==> config.mk <==
export PLATFORM = sky130hd
export DESIGN_NAME = if_id_queue
export DESIGN_NICKNAME = d
export VERILOG_FILES = /design/src/rtl/if_id_pkg.sv /design/src/rtl/if_queue_ram.sv /design/src/rtl/if_id_queue.sv
export SDC_FILE = /design/constraint.sdc
export NUM_CORES = 1
export LEC_CHECK = 0
export CORE_MARGIN = 10
export CORE_UTILIZATION = 50
export CTS_CLUSTER_SIZE = 12
export DETAILED_ROUTE_END_ITERATION = 12
export DONT_BUFFER_PORTS = 1
export PLACE_DENSITY = 0.63
export SLEW_MARGIN = 10
export SYNTH_ARGS = -nofsm -noshare
export SYNTH_HDL_FRONTEND = slang
export SYNTH_HIERARCHICAL = 1
export SYNTH_SLANG_ARGS = --single-unit
==> constraint.sdc <==
create_clock -name i_clk -period 11.5 [get_ports i_clk]
set_input_delay 1.725 -clock i_clk [delete_from_list [all_inputs] [get_ports i_clk]]
set_output_delay 1.725 -clock i_clk [all_outputs]
set_load 0.01 [all_outputs]
==> src/rtl/if_id_pkg.sv <==
// Shared defaults and the queue entry layout for the IF/ID instruction queue.
package if_id_pkg;

  localparam int IFQ_DEPTH = 4;
  localparam int PC_W      = 32;
  localparam int INST_W    = 32;

  localparam logic [INST_W-1:0] NOP_INSTR = 32'd0;

  typedef struct packed {
    logic [PC_W-1:0]   pc;
    logic [INST_W-1:0] instruction;
  } ifq_entry_t;

endpackage

==> src/rtl/if_queue_ram.sv <==
// Storage array for the IF/ID queue.
// Synchronous write, asynchronous read. The array has no reset because the
// valid state is tracked by the queue's occupancy counter.
module if_queue_ram
  import if_id_pkg::*;
#(
  parameter int DEPTH  = IFQ_DEPTH,
  parameter int DATA_W = PC_W + INST_W
) (
  input  logic                     i_clk,
  input  logic                     i_wr_en,
  input  logic [$clog2(DEPTH)-1:0] i_wr_addr,
  input  logic [DATA_W-1:0]        i_wr_data,
  input  logic [$clog2(DEPTH)-1:0] i_rd_addr,
  output logic [DATA_W-1:0]        o_rd_data
);

  logic [DATA_W-1:0] r_mem [DEPTH];

  // Write the addressed slot on an accepted push.
  always_ff @(posedge i_clk) begin
    if (i_wr_en) begin
      r_mem[i_wr_addr] <= i_wr_data;
    end
  end

  assign o_rd_data = r_mem[i_rd_addr];

endmodule

==> src/rtl/if_id_queue.sv <==
// Instruction queue between fetch and decode.
// Buffers {pc, instruction} pairs so fetch keeps running while decode stalls.
// A taken branch (i_flush) empties the queue; o_full freezes the fetch PC.
// Optional build macro: IFQ_BYPASS_EN -- an empty queue with a push and a pop
// in the same cycle forwards the fetched word straight to the head outputs.
module if_id_queue
  import if_id_pkg::*;
#(
  parameter int DEPTH  = IFQ_DEPTH,
  parameter int PC_W   = if_id_pkg::PC_W,
  parameter int INST_W = if_id_pkg::INST_W
) (
  input  logic                     i_clk,
  input  logic                     i_rst,
  input  logic                     i_ready,
  input  logic                     i_flush,
  input  logic                     i_push_valid,
  input  logic [PC_W-1:0]          i_push_pc,
  input  logic [INST_W-1:0]        i_push_instruction,
  input  logic                     i_pop,
  output logic                     o_full,
  output logic                     o_out_valid,
  output logic [PC_W-1:0]          o_out_pc,
  output logic [INST_W-1:0]        o_out_instruction,
  output logic [$clog2(DEPTH):0]   o_count
);

  localparam int PTR_W  = $clog2(DEPTH);
  localparam int CNT_W  = PTR_W + 1;
  localparam int DATA_W = PC_W + INST_W;

  localparam logic [CNT_W-1:0] FULL_CNT = CNT_W'(DEPTH);

  logic [PTR_W-1:0]  r_rd_ptr;
  logic [PTR_W-1:0]  r_wr_ptr;
  logic [CNT_W-1:0]  r_count;

  logic              w_full;
  logic              w_stored_valid;
  logic              w_pop_ok;
  logic              w_push_ok;
  logic              w_bypass;
  logic              w_wr_en;
  logic [DATA_W-1:0] w_rd_data;
  logic [PC_W-1:0]   w_head_pc;
  logic [INST_W-1:0] w_head_inst;

  // Status flags come from registered occupancy only, so pop never loops into full.
  assign w_full         = (r_count == FULL_CNT);
  assign w_stored_valid = (r_count != '0);

  assign w_pop_ok  = i_ready & i_pop & w_stored_valid;
  assign w_push_ok = i_ready & i_push_valid & ~i_flush & (~w_full | w_pop_ok);

`ifdef IFQ_BYPASS_EN
  // Empty queue consumed in the same cycle: forward instead of storing.
  assign w_bypass = ~w_stored_valid & w_push_ok & i_pop;
`else
  assign w_bypass = 1'b0;
`endif

  assign w_wr_en = w_push_ok & ~w_bypass;

  if_queue_ram #(
    .DEPTH  (DEPTH),
    .DATA_W (DATA_W)
  ) u_ram (
    .i_clk     (i_clk),
    .i_wr_en   (w_wr_en),
    .i_wr_addr (r_wr_ptr),
    .i_wr_data ({i_push_pc, i_push_instruction}),
    .i_rd_addr (r_rd_ptr),
    .o_rd_data (w_rd_data)
  );

  assign w_head_pc   = w_rd_data[DATA_W-1:INST_W];
  assign w_head_inst = w_rd_data[INST_W-1:0];

  // Pointer and occupancy update; reset beats flush, flush beats a memory stall.
  always_ff @(posedge i_clk) begin
    if (i_rst) begin
      r_rd_ptr <= '0;
      r_wr_ptr <= '0;
      r_count  <= '0;
    end else if (i_flush) begin
      r_rd_ptr <= '0;
      r_wr_ptr <= '0;
      r_count  <= '0;
    end else if (i_ready) begin
      if (w_wr_en) begin
        r_wr_ptr <= r_wr_ptr + PTR_W'(1);
      end
      if (w_pop_ok) begin
        r_rd_ptr <= r_rd_ptr + PTR_W'(1);
      end
      if (w_wr_en && !w_pop_ok) begin
        r_count <= r_count + CNT_W'(1);
      end else if (!w_wr_en && w_pop_ok) begin
        r_count <= r_count - CNT_W'(1);
      end
    end
  end

  // Head outputs: forwarded word, stored head, or zero/NOP when nothing is valid.
  always_comb begin
    o_out_valid       = w_stored_valid;
    o_out_pc          = '0;
    o_out_instruction = INST_W'(NOP_INSTR);
    if (w_bypass) begin
      o_out_valid       = 1'b1;
      o_out_pc          = i_push_pc;
      o_out_instruction = i_push_instruction;
    end else if (w_stored_valid) begin
      o_out_pc          = w_head_pc;
      o_out_instruction = w_head_inst;
    end
  end

  assign o_full  = w_full;
  assign o_count = r_count;

endmodule
=== Word-level counts from Yosys, hierarchy flattened ===
Memory sizes are Yosys's and may differ from the RTL's. A register that Yosys moved wholly into a read port is not among the register bits.
Cells that the tools add are included.

* Bits of input ports: 70
* Memories kept: 1
* Memory bits (writable): 256
* Flip-flop bits (word level): 7

{| class="wikitable"
|+ Memory list
! memory !! depth !! width !! rd ports !! clocked after memory_dff !! write ports !! line !! source
|-
| u_ram.r_mem || 4 || 64 || 1 || 1 || 1 || if_queue_ram.sv:18 || <nowiki>logic [DATA_W-1:0] r_mem [DEPTH];</nowiki>
|}

* Reductions and logical operators: 10
* Bitwise logic cells: 8
* Muxes and demuxes: 8
* $add $sub $neg: 4
* Eq/ne operators: 1

{| class="wikitable"
|+ Operators by type and width
! cell !! number
|-
| two-way mux 32 bit || 2
|-
| two-way mux 3 bit || 2
|-
| AND reduction 2 bit || 3
|-
| bitwise AND 1 bit || 5
|-
| adder 2 x 1 -> 2 bit, second input constant || 2
|-
| two-way mux 2 bit || 2
|-
| adder 3 x 1 -> 3 bit, second input constant || 1
|-
| == test 3 bit, second input constant || 1
|-
| nonzero test 3 bit || 1
|-
| subtractor 3 x 1 -> 3 bit, second input constant || 1
|-
| logical AND 1 bit || 2
|-
| logical NOT 1 bit || 2
|-
| two-way mux 1 bit || 2
|-
| inverter 1 bit || 2
|-
| nonzero test 2 bit || 1
|-
| OR reduction 2 bit || 1
|-
| OR 1 bit || 1
|}

=== Longest topological paths before layout ===
Gate-level depths: netlist (run 1).

* Depth after elaboration: 8
* Mapped depth: 8
* Mapped depth without buffers: 8

=== Modules after synthesis ===
Netlist (run 1), hierarchy kept.

{| class="wikitable"
|+ Modules (own cells, without submodules)
! module !! sequential area each (µm²) !! area each (µm²) !! times used !! cells an instance
|-
| if_queue_ram || 7687.4 || 9341.5 || 1 || 338
|-
| if_id_queue || 140.1 || 868.3 || 1 || 113
|}

=== Worst setup path after synthesis (run 1) ===
No wires, ideal clock.

* Path kind: input to register
* Start point: input i_pop
* End point: memory u_ram/r_mem[0][0] in the netlist's numbering, enable pin
* Arrival time: 6785 ps
* Path buffers: 0
* Cell stages on the path: 3
* Path slack: 4138 ps
* Cell sequence: nor4b_2 -> nor3_2 -> nor3b_1

* Cells in the longest elaborated chain, start to end: 6

{| class="wikitable"
|+ RTL lines
! item !! line !! source
|-
| start: declaration || if_id_queue.sv:20 || <nowiki>input logic i_pop,</nowiki>
|-
| bitwise AND 1 bit (2 in a row) || if_id_queue.sv:52 || <nowiki>assign w_pop_ok = i_ready & i_pop & w_stored_valid;</nowiki>
|-
| OR 1 bit || if_id_queue.sv:53 || <nowiki>assign w_push_ok = i_ready & i_push_valid & ~i_flush & (~w_full | w_pop_ok);</nowiki>
|-
| bitwise AND 1 bit || if_id_queue.sv:53 ||
|-
| net w_push_ok || if_id_queue.sv:41 || <nowiki>logic w_push_ok;</nowiki>
|-
| two-way mux 1 bit || if_queue_ram.sv:22 || <nowiki>if (i_wr_en) begin</nowiki>
|-
| two-way mux 1 bit (not written as such) || if_queue_ram.sv:23 || <nowiki>r_mem[i_wr_addr] <= i_wr_data;</nowiki>
|-
| end: declaration || if_queue_ram.sv:18 ||
|}

The timed path passes the listed nets, and every way through them passes these cells.

==> results.md, run 1 <==
- Final number of setup-violating endpoints: 0
- Post-synth top cells: edfxtp_1, and2_1, mux4_2
- Die area: 26530 um^2
- Post-DRT Antenna Nets: 0
- Synth Net Count: roughly 520
- Unrepaired setup endpoints after global routing: no
- Most common cell in the netlist: edfxtp_1
- Max Cap Violations: 0
- Biggest area consumer among synthesized cells: edfxtp_1
- # DRC: 0
- WL/cell: 25.15 um
- Top post-synthesis cells by area: edfxtp_1, mux4_2, and2_1
- Hold buffer count at cts: 0
- Core area: 20170 um^2
- Clock Path Buffers: 3
- Mapped cell area: 10210 um^2
- WL final: 18910 um
- Worst Max-Slew Pin Slew: roughly 1.1 ns
- Worst path bufs/invs: 1
- Hold/Removal Path Class: flip-flop to flip-flop
- Startpoint types: flip-flop
- Clock Skew: roughly 0.0068 ns
- Inst Count DP: a little over 700
- Cell variety after synth: 33
- Fill cells: 1529
- Non-filler cells, final: 752
- Die Wd: roughly 160 um
- Status: completed
- Vias: approximately 4300
- Ratio of cells with drive above 1 in the final layout: 0.2324
- Largest net degree at the start of global routing: 67
- Clk Latency, worst-skew pair: 0.52 ns
- Slew margin rel.: 0.2874
- Vias in the first global route: 4769
- Syn_area_per_cell: 22.64 um^2
- GR Util All Layers: 0.1426
- RD Place Congestion: 0.7048
- Via-to-Cell Ratio: about 5.8
- Grt total ovfl: 0
- # diodes: 0
- # rows: 52
- DPL Wire Length: between 10000 and 15000 um
- Crit Path Class: flip-flop to primary output
- TritonCTS clock tree: yes
- Antenna violations before repair: 0
- CTS Buf Count: 28
- Yosys reg bits: 263
- Die Y: 162.9 um
- Period utilization: 0.4014
- Final setup TNS: 0 ns
- Cell family with most CP delay: buffers and inverters
- Htree depth: 1
- Clock Pin Slew Worst Setup and Hold Paths: 0.06 ns
- First-pass GRT wire length: 28950 um
- I/O Buffers: 0
- CP max-delay cell: buf_4
- Max-slew violation count: 0
- Pre-CTS WS: 7.307 ns
- DRC marker count from the first detailed-route iteration: 252
- Number of synthesized flops with an enable pin: 256
- Crit. End Element: primary output
- Number of instances resized during post-cts repair: 0
- Post-synth ARST share: 0
- Minimum clock period: 4.616 ns
- Top cell type's share of synthesized area: 0.7529
- Area grow syn2layout: 9.681%
- Maximum VDD drop: about 0.00012 V
- P_leak: 3.420 nW
- Final net count: 537
- CP arrival: approximately 2.9 ns
- Initial Util: 0.5062
- Fmax: around 220 MHz
- Sequential area share after synthesis: 0.7667
- CP cell instances: buf_4 > mux4_1 > and2_1
- Final setup margin: 6.884 ns
- Post-Syn Instances: 451
- Number of setup buffers added after CTS: 0
- Cell chosen for the clock root: clkbuf_16
- Crit path max fanout: 40
- Required @ worst endpoint: 9.78 ns
- Fin. Hold Viols: 0
- Largest stage delay, worst path: 0.73 ns
- PwrDens: 169.2 nW/um^2
- Main flop type after synthesis: edfxtp_1
- YS warnings: 6
- # IOs: around 140
- Clock Sinks: 263
- Drt pass-1 iters: 4
[logic make-up after synthesis]
group,Yosys count,synth area share
AOI/OAI and AO/OA,5,0.003553
buffers and inverters,23,0.02402
muxes,67,0.1456
adders and majority gates,2,0.003186
DFF,263,0.7667
xor gates and xnor gates,3,0.002574
and+or+nand+nor,88,0.05441
[report_power, final]
| part | switching (mW) | internal, mW | total (mW) |
|---|---|---|---|
| Combinational | 0.0177 | 0.0120 | 0.0297 |
| Clock | 0.326 | 0.476 | 0.802 |
| Sequential | 0.00266 | 1.06 | 1.06 |
| Total | 0.346 | 1.55 | 1.89 |
[worst min-delay path, cell delays in order, from the launching register on]
cell and delay, ns:
dfxtp_1 0.36, o21ai_1 0.09, a21oi_1 0.06
[area by class of cell]
type                    instances  area, um^2  area share
inverters                       2       7.507   0.0006704
flip-flops and latches        263        7835      0.6997
well taps                     270       337.8     0.03017
clock buffers                  35       748.2     0.06682
repair buffers                  5       37.54    0.003352
multi-input cells             165        2155      0.1924
clock inverters                12       77.57    0.006927
[metrics by stage]
stage	hold WS [ns]	cell area, um^2	power (mW)	utilization
after floorplan	0.4560	10210	1.109	-
after global placement	0.5289	10370	1.113	0.5143
after detailed placement	0.5548	10370	1.114	0.5143
after CTS	0.5630	11200	1.917	0.5552
after global routing	0.5955	11200	1.962	0.5552
final	0.5612	11200	1.895	0.5552
[layout by cell type (no fill, tap or decap), types with 2 or more instances in the layout]
cell       instances
clkbuf_1           6
clkinv_1           6
and2_1            64
dfxtp_4            2
or3_1              4
mux4_2            60
mux2i_1            3
dfxtp_1            5
clkbuf_16         29
nor2_1             4
nor3_2             2
nand2_1            4
a21oi_1            2
and3b_4            2
clkinv_2           5
xnor2_1            2
mux4_1             4
edfxtp_1         256
buf_4              5
[path summary, 6_finish.rpt]
| check | from | end | slack [ns] | cells past startpoint |
|---|---|---|---|---|
| worst max-delay path | r_rd_ptr[0] | o_out_instruction[0] | 6.88 | 3 |
| worst min-delay path | r_wr_ptr[1] | r_wr_ptr[1] | 0.56 | 2 |
| worst max register to register | o_count[0] | u_ram/r_mem[2][35] | 8.72 | 4 |
| worst min register to register | r_wr_ptr[1] | r_wr_ptr[1] | 0.56 | 2 |
[metal layers]
layer  up-vias  GRT usage  share of wire
li1       1878          -              -
met1      2306     0.1702           0.38
met2       130     0.2378           0.51
met3        21    0.05814          0.097
met4         0    0.03320          0.016
met5         -          0              0
[flip-flops by register name, summed over array words and instances (netlist names)]
register     flops
u_ram/r_mem    256
o_count          3
r_rd_ptr         2
r_wr_ptr         2
No activity file was read; power rests on OpenSTA's default activity.
==> inputs of run 2 (changes only) <==
- PLACE_DENSITY: 0.63 -> 0.66
- clock period: 11.5 -> 3.8 ns (I/O delays scaled with it)
==> results.md, run 2 (same netlist as run 1, synthesis figures left out) <==
- Pint: 4.708 mW (+200%)
- Number of setup buffers added after CTS: 0 (unchanged)
- P_leak: 3.433 nW (+0.39%)
- Htree depth: 1 (unchanged)
- Worst Max-Slew Pin Slew: 1.037 ns (-0.03209 ns)
- Ratio of cells with drive above 1 in the final layout: 0.2325 (about the same)
- Global Route met3 Usage: 0.05233 (-0.005814)
- Combinational Power Share: 0.016 (about the same)
- Die Y: 162.9 um (unchanged)
- Vias in the first global route: 4713 (-1.2%)
- I/O Buffers: 0 (unchanged)
- DPL Wire Length: 10770 um (-1.6%)
- Die area: 26530 um^2 (unchanged)
- Area grow syn2layout: 10.39%
- Maximum VDD drop: 0.0003131 V (+160%)
- CTS Buf Count: 27 (-3.6%)
- Antenna violations before repair: 0 (unchanged)
- Core area: 20170 um^2 (unchanged)
- Switching part of the total: 0.1807 (-0.002093)
- Clock Pin Slew Worst Setup and Hold Paths: 0.06 ns (about the same)
- Hold/Removal Path Class: input port to flip-flop
- Final hold slack: 0.1536 ns (-0.4076 ns)
- Final net count: 538 (+0.19%)
- Unrepaired setup endpoints after global routing: no
- Clock Sinks: 263 (unchanged)
- # DRC: 0 (unchanged)
- Final setup TNS: 0 ns (unchanged)
- Required @ worst endpoint: 3.23 ns (-6.55 ns)
- Max-slew violation count: 0 (unchanged)
- Clock Path Buffers: 3 (unchanged)
- # IOs: 139 (unchanged)
- Number of instances resized during post-cts repair: 0 (unchanged)
- WL/cell: 24.32 um (-3.3%)
- Most frequent cells in the layout: edfxtp_1, and2_1, mux4_2
- Hold Crit Depth: 0 (-2)
- Met1 Use GR: 0.1580 (-0.01218)
- RD Place Congestion: 0.7075 (+0.38%)
- Cell chosen for the clock root: clkbuf_16
- Period utilization: 0.7432
- Minimum clock period: 2.824 ns
- Largest register by flop count: u_ram/r_mem
- Clk network pwr share: 0.425 (+0.002)
- DRC marker count from the first detailed-route iteration: 236 (-6.3%)
- Slew margin rel.: 0.3088 (+0.02139)
- Most common cell after layout, fill and taps aside: edfxtp_1
- Initial Util: 0.5062 (unchanged)
- Post-DRT Antenna Nets: 0 (unchanged)
- Startpoint types: flip-flop
- Crit. End Element: primary output
- Area of the multi-input gates: 2161 um^2 (+0.29%)
- Hold buffer count at cts: 0 (unchanged)
- # diodes: 0 (unchanged)
- Status: completed
- Most Crowded Layer GR: met2
- Max reg flops: 256 (unchanged)
- Met2 Usage GRT: 0.2380 (about the same)
- CP arrival: 2.25 ns (-0.64 ns)
- Die Wd: 162.9 um (unchanged)
- Clk Latency, worst-skew pair: 0.51 ns (about the same)
- Pwr Total: 5.746 mW (+200%)
- R2R cell count: 4 (unchanged)
- Grt total ovfl: 0 (unchanged)
- Crit path max fanout: 65 (+63%)
- Final number of setup-violating endpoints: 0 (unchanged)
- Register area: 7835 um^2 (unchanged)
- NetSw: 1.038 mW (+200%)
- First-pass GRT wire length: 28070 um (-3.0%)
- Max Cap Violations: 0 (unchanged)
- Largest net degree at the start of global routing: 67 (unchanged)
- Clock Skew: 0.01013 ns (+0.003311 ns)
- Fin. Hold Viols: 0 (unchanged)
- GR Util All Layers: 0.1372 (-0.005404)
- Fmax: around 350 MHz
- Fill cells: 1540 (+0.72%)
- Crit Path Class: flip-flop to primary output
- Via-to-Cell Ratio: 5.640 (-2.2%)
- Flop pwr share: 0.560 (about the same)
- PwrDens: 509.8 nW/um^2 (+200%)
- # rows: 52 (unchanged)
- TritonCTS clock tree: yes
- Vias: 4264 (-1.6%)
- WL final: 18390 um (-2.8%)
- Finished Core Util: 0.5588 (+0.003598)
- Drt pass-1 iters: 4 (unchanged)
==> run 2: power by group through the flow <==
stage,logic [mW],registers (mW),clock network [mW]
6_report,0.0899,3.22,2.44
5_1_grt,0.0989,3.22,2.63
4_1_cts,0.0933,3.22,2.51
3_5_place_dp,0.0929,3.28,0
3_3_place_gp,0.0919,3.27,0
2_1_floorplan,0.0780,3.28,0
==> run 2: worst max-delay path, stage by stage (launching register included) <==
cell     delay, ns
dfxtp_1       0.57
nor3_2        0.12
inv_2         0.67
and2_1        0.32
==> run 2: through the flow <==
| stage | cell area, um^2 | instances | worst slack (ns) |
|---|---|---|---|
| finish | 11270 | 756 | 0.9757 |
| global route | 11270 | 756 | 0.7791 |
| CTS | 11270 | 756 | 0.8900 |
| detailed placement | 10440 | 707 | 1.425 |
| global placement | 10440 | 707 | 1.443 |
| floorplan | 10220 | 451 | 0.7086 |
==> run 2: metal layers <==
metal / up-vias / wire, um
li1: 1874 / -
met1: 2261 / 6970
met2: 105 / 9523
met3: 24 / 1629
met4: 0 / 262
met5: - / 0
==> run 2: final timing paths <==
check | start | end | slack (ns)
setup / recovery | o_count[0] | o_out_instruction[9] | 0.98
hold / removal | i_push_instruction[26] | u_ram/r_mem[0][26] | 0.15
setup reg to reg | o_count[0] | u_ram/r_mem[1][45] | 1.45
hold reg to reg | r_wr_ptr[0] | r_wr_ptr[0] | 0.58
==> run 2: cell type report <==
type / instances / area share
Clock inverter: 3 / 0.003552
Inverter: 2 / 0.0006661
Sequential cell: 263 / 0.6952
Multi-Input combinational cell: 165 / 0.1917
Timing Repair Buffer: 7 / 0.009103
Clock buffer: 46 / 0.06983
Tap cell: 270 / 0.02997
==> inputs of run 3 (changes only) <==
- clock period: 3.8 -> 2.5 ns (I/O delays scaled with it)
==> results.md, run 3 (same netlist as run 1, synthesis figures left out) <==
- Fmax: 434.6 MHz
- Post-DRT Antenna Nets: 0 (unchanged)
- # rows: 52 (unchanged)
- # diodes: 0 (unchanged)
- Clk network pwr share: 0.398 (-0.027)
- Maximum VDD drop: 0.0004623 V (+48%)
- Clock Skew: 0.008280 ns (-0.001852 ns)
- # DRC: 0 (unchanged)
- Final number of setup-violating endpoints: 0 (unchanged)
- Antenna violations before repair: 1 (+1)
- CP max-delay cell: mux4_1
- Clock Pin Slew Worst Setup and Hold Paths: 0.06 ns (about the same)
- Fill cells: 1495 (-2.9%)
- Clock Path Buffers: 3 (unchanged)
- Most Crowded Layer GR: met2
- WL/cell: 23.58 um (-3.1%)
- PwrDens: 713.8 nW/um^2 (+40%)
- Hold/Removal Path Class: input port to flip-flop
- Cell chosen for the clock root: clkbuf_16
- Area grow syn2layout: 17.51%
- Hold Crit Depth: 2 (+2)
- Crit. End Element: primary output
- Minimum clock period: 2.301 ns
- Non-filler cells, final: 826 (+9.3%)
- Die Wd: 162.9 um (unchanged)
- Core area: 20170 um^2 (unchanged)
- Switching part of the total: 0.1858 (+0.005158)
- TritonCTS clock tree: yes
- Htree depth: 1 (unchanged)
- Finished Core Util: 0.5949 (+0.03604)
- Vias: 4585 (+7.5%)
- Worst Max-Slew Pin Slew: 0.6106 ns (-0.4262 ns)
- Met2 Usage GRT: 0.2523 (+0.01430)
- I/O Buffers: 0 (unchanged)
- Largest net degree at the start of global routing: 66 (-1.5%)
- Global Route met3 Usage: 0.04196 (-0.01036)
- First-pass GRT wire length: 30300 um (+8.0%)
- Via-to-Cell Ratio: 5.551 (-1.6%)
- Startpoint types: flip-flop
- Max reg flops: 256 (unchanged)
- Max-slew violation count: 0 (unchanged)
- Grt total ovfl: 0 (unchanged)
- Fin. Hold Viols: 0 (unchanged)
- Inst Count DP: 713 (+0.85%)
- R2R cell count: 8 (+4)
- CP arrival: 1.93 ns (-0.32 ns)
- Required @ worst endpoint: 2.12 ns (-1.11 ns)
- Final net count: 612 (+14%)
- Largest stage delay, worst path: 0.56 ns (-0.11 ns)
- DRC marker count from the first detailed-route iteration: 271 (+15%)
- Initial Util: 0.5062 (unchanged)
- # IOs: 139 (unchanged)
- Unrepaired setup endpoints after global routing: no
- DPL Wire Length: 11610 um (+7.8%)
- GR Util All Layers: 0.1464 (+0.009232)
- Slew margin rel.: 0.5929 (+0.2841)
- NetSw: 1.591 mW (+53%)
- Pint: 6.973 mW (+48%)
- Flop pwr share: 0.570 (+0.010)
- CP cell instances: buf_12 > mux4_1 > and2_1
- Die area: 26530 um^2 (unchanged)
- Largest register by flop count: u_ram/r_mem
- Most common cell after layout, fill and taps aside: edfxtp_1
- Combinational Power Share: 0.031 (+0.015)
- Status: completed
- WL final: 19470 um (+5.9%)
- Die Y: 162.9 um (unchanged)
- Most frequent cells in the layout: edfxtp_1, and2_1, dlygate4sd3_1
- Clock Sinks: 263 (unchanged)
- Met1 Use GR: 0.1801 (+0.02209)
- Crit Path Class: flip-flop to primary output
- Drt pass-1 iters: 4 (unchanged)
- Ratio of cells with drive above 1 in the final layout: 0.2176 (-0.01488)
- CTS Buf Count: 27 (unchanged)
- P_leak: 3.734 nW (+8.8%)
- Clk Latency, worst-skew pair: 0.51 ns (about the same)
- RD Place Congestion: 0.7454 (+5.4%)
- Max Cap Violations: 0 (unchanged)
- Crit path max fanout: 20 (-69%)
- Vias in the first global route: 5142 (+9.1%)
- Period utilization: 0.9204
run 3: cell count changes in the layout (fill, tap and decap cells not counted), sizes merged:
cell / before / now
clkbuf: 46 / 39
dlygate4sd3: 0 / 64
bufinv: 1 / 0
clkinv: 2 / 6
buf: 7 / 17
run 3: final timing paths:
check | from | to | slack, ns
max reg2reg | o_count[2] | o_count[2] | 0.38
min reg2reg | o_count[2] | o_count[2] | 0.54
max | r_rd_ptr[0] | o_out_instruction[2] | 0.20
min | i_rst | o_count[2] | 0.05
run 3: layer usage:
metal	routed length [um]	vias up
li1	-	2016
met1	7860	2421
met2	10040	121
met3	1303	25
met4	254	2
met5	13	-
run 3: layout make-up:
cell class              instances  area (um^2)  area share
flip-flops and latches        263         7846      0.6540
multi-input cells             165         2170      0.1808
repair buffers                 81        888.4     0.07404
clock buffers                  39        720.7     0.06007
well taps                     270        337.8     0.02816
clock inverters                 6        25.02    0.002086
inverters                       2        10.01   0.0008343
run 3: critical path: cells and delay by family, from the launching register on:
kind	cells	cell delay, ns
DFF	1	0.43
and+or+nand+nor	1	0.20
muxes	1	0.56
buffers and inverters	1	0.23
run 3: power groups by stage:
stage	clock, mW	combinational, mW	sequential, mW
after floorplan	0	0.119	4.98
after global placement	0	0.145	4.98
after detailed placement	0	0.147	4.98
after CTS	3.50	0.274	4.88
after global routing	3.68	0.294	4.88
final	3.41	0.268	4.88
run 3: what timing repair did:
action / CTS / global route
endpoints found under the hold margin: 256 / 0
gates cloned: 0 / 0
endpoints found under the setup margin: 64 / 12
gates resized for setup: 1 / 0
hold buffers: 64 / 0
setup buffers: 3 / 1
run 3: through the flow:
stage	total power [mW]	cell area [um^2]	setup TNS, ns	setup WS (ns)	hold slack, ns
floorplan	5.095	10240	-28.82	-0.4503	0.4560
global placement	5.120	10560	0	0.4643	0.4741
detailed placement	5.126	10560	0	0.4233	0.4741
CTS	8.659	11970	0	0.04742	0.02858
global route	8.861	12000	0	0.09331	0.03997
finish	8.564	12000	0	0.1991	0.04804
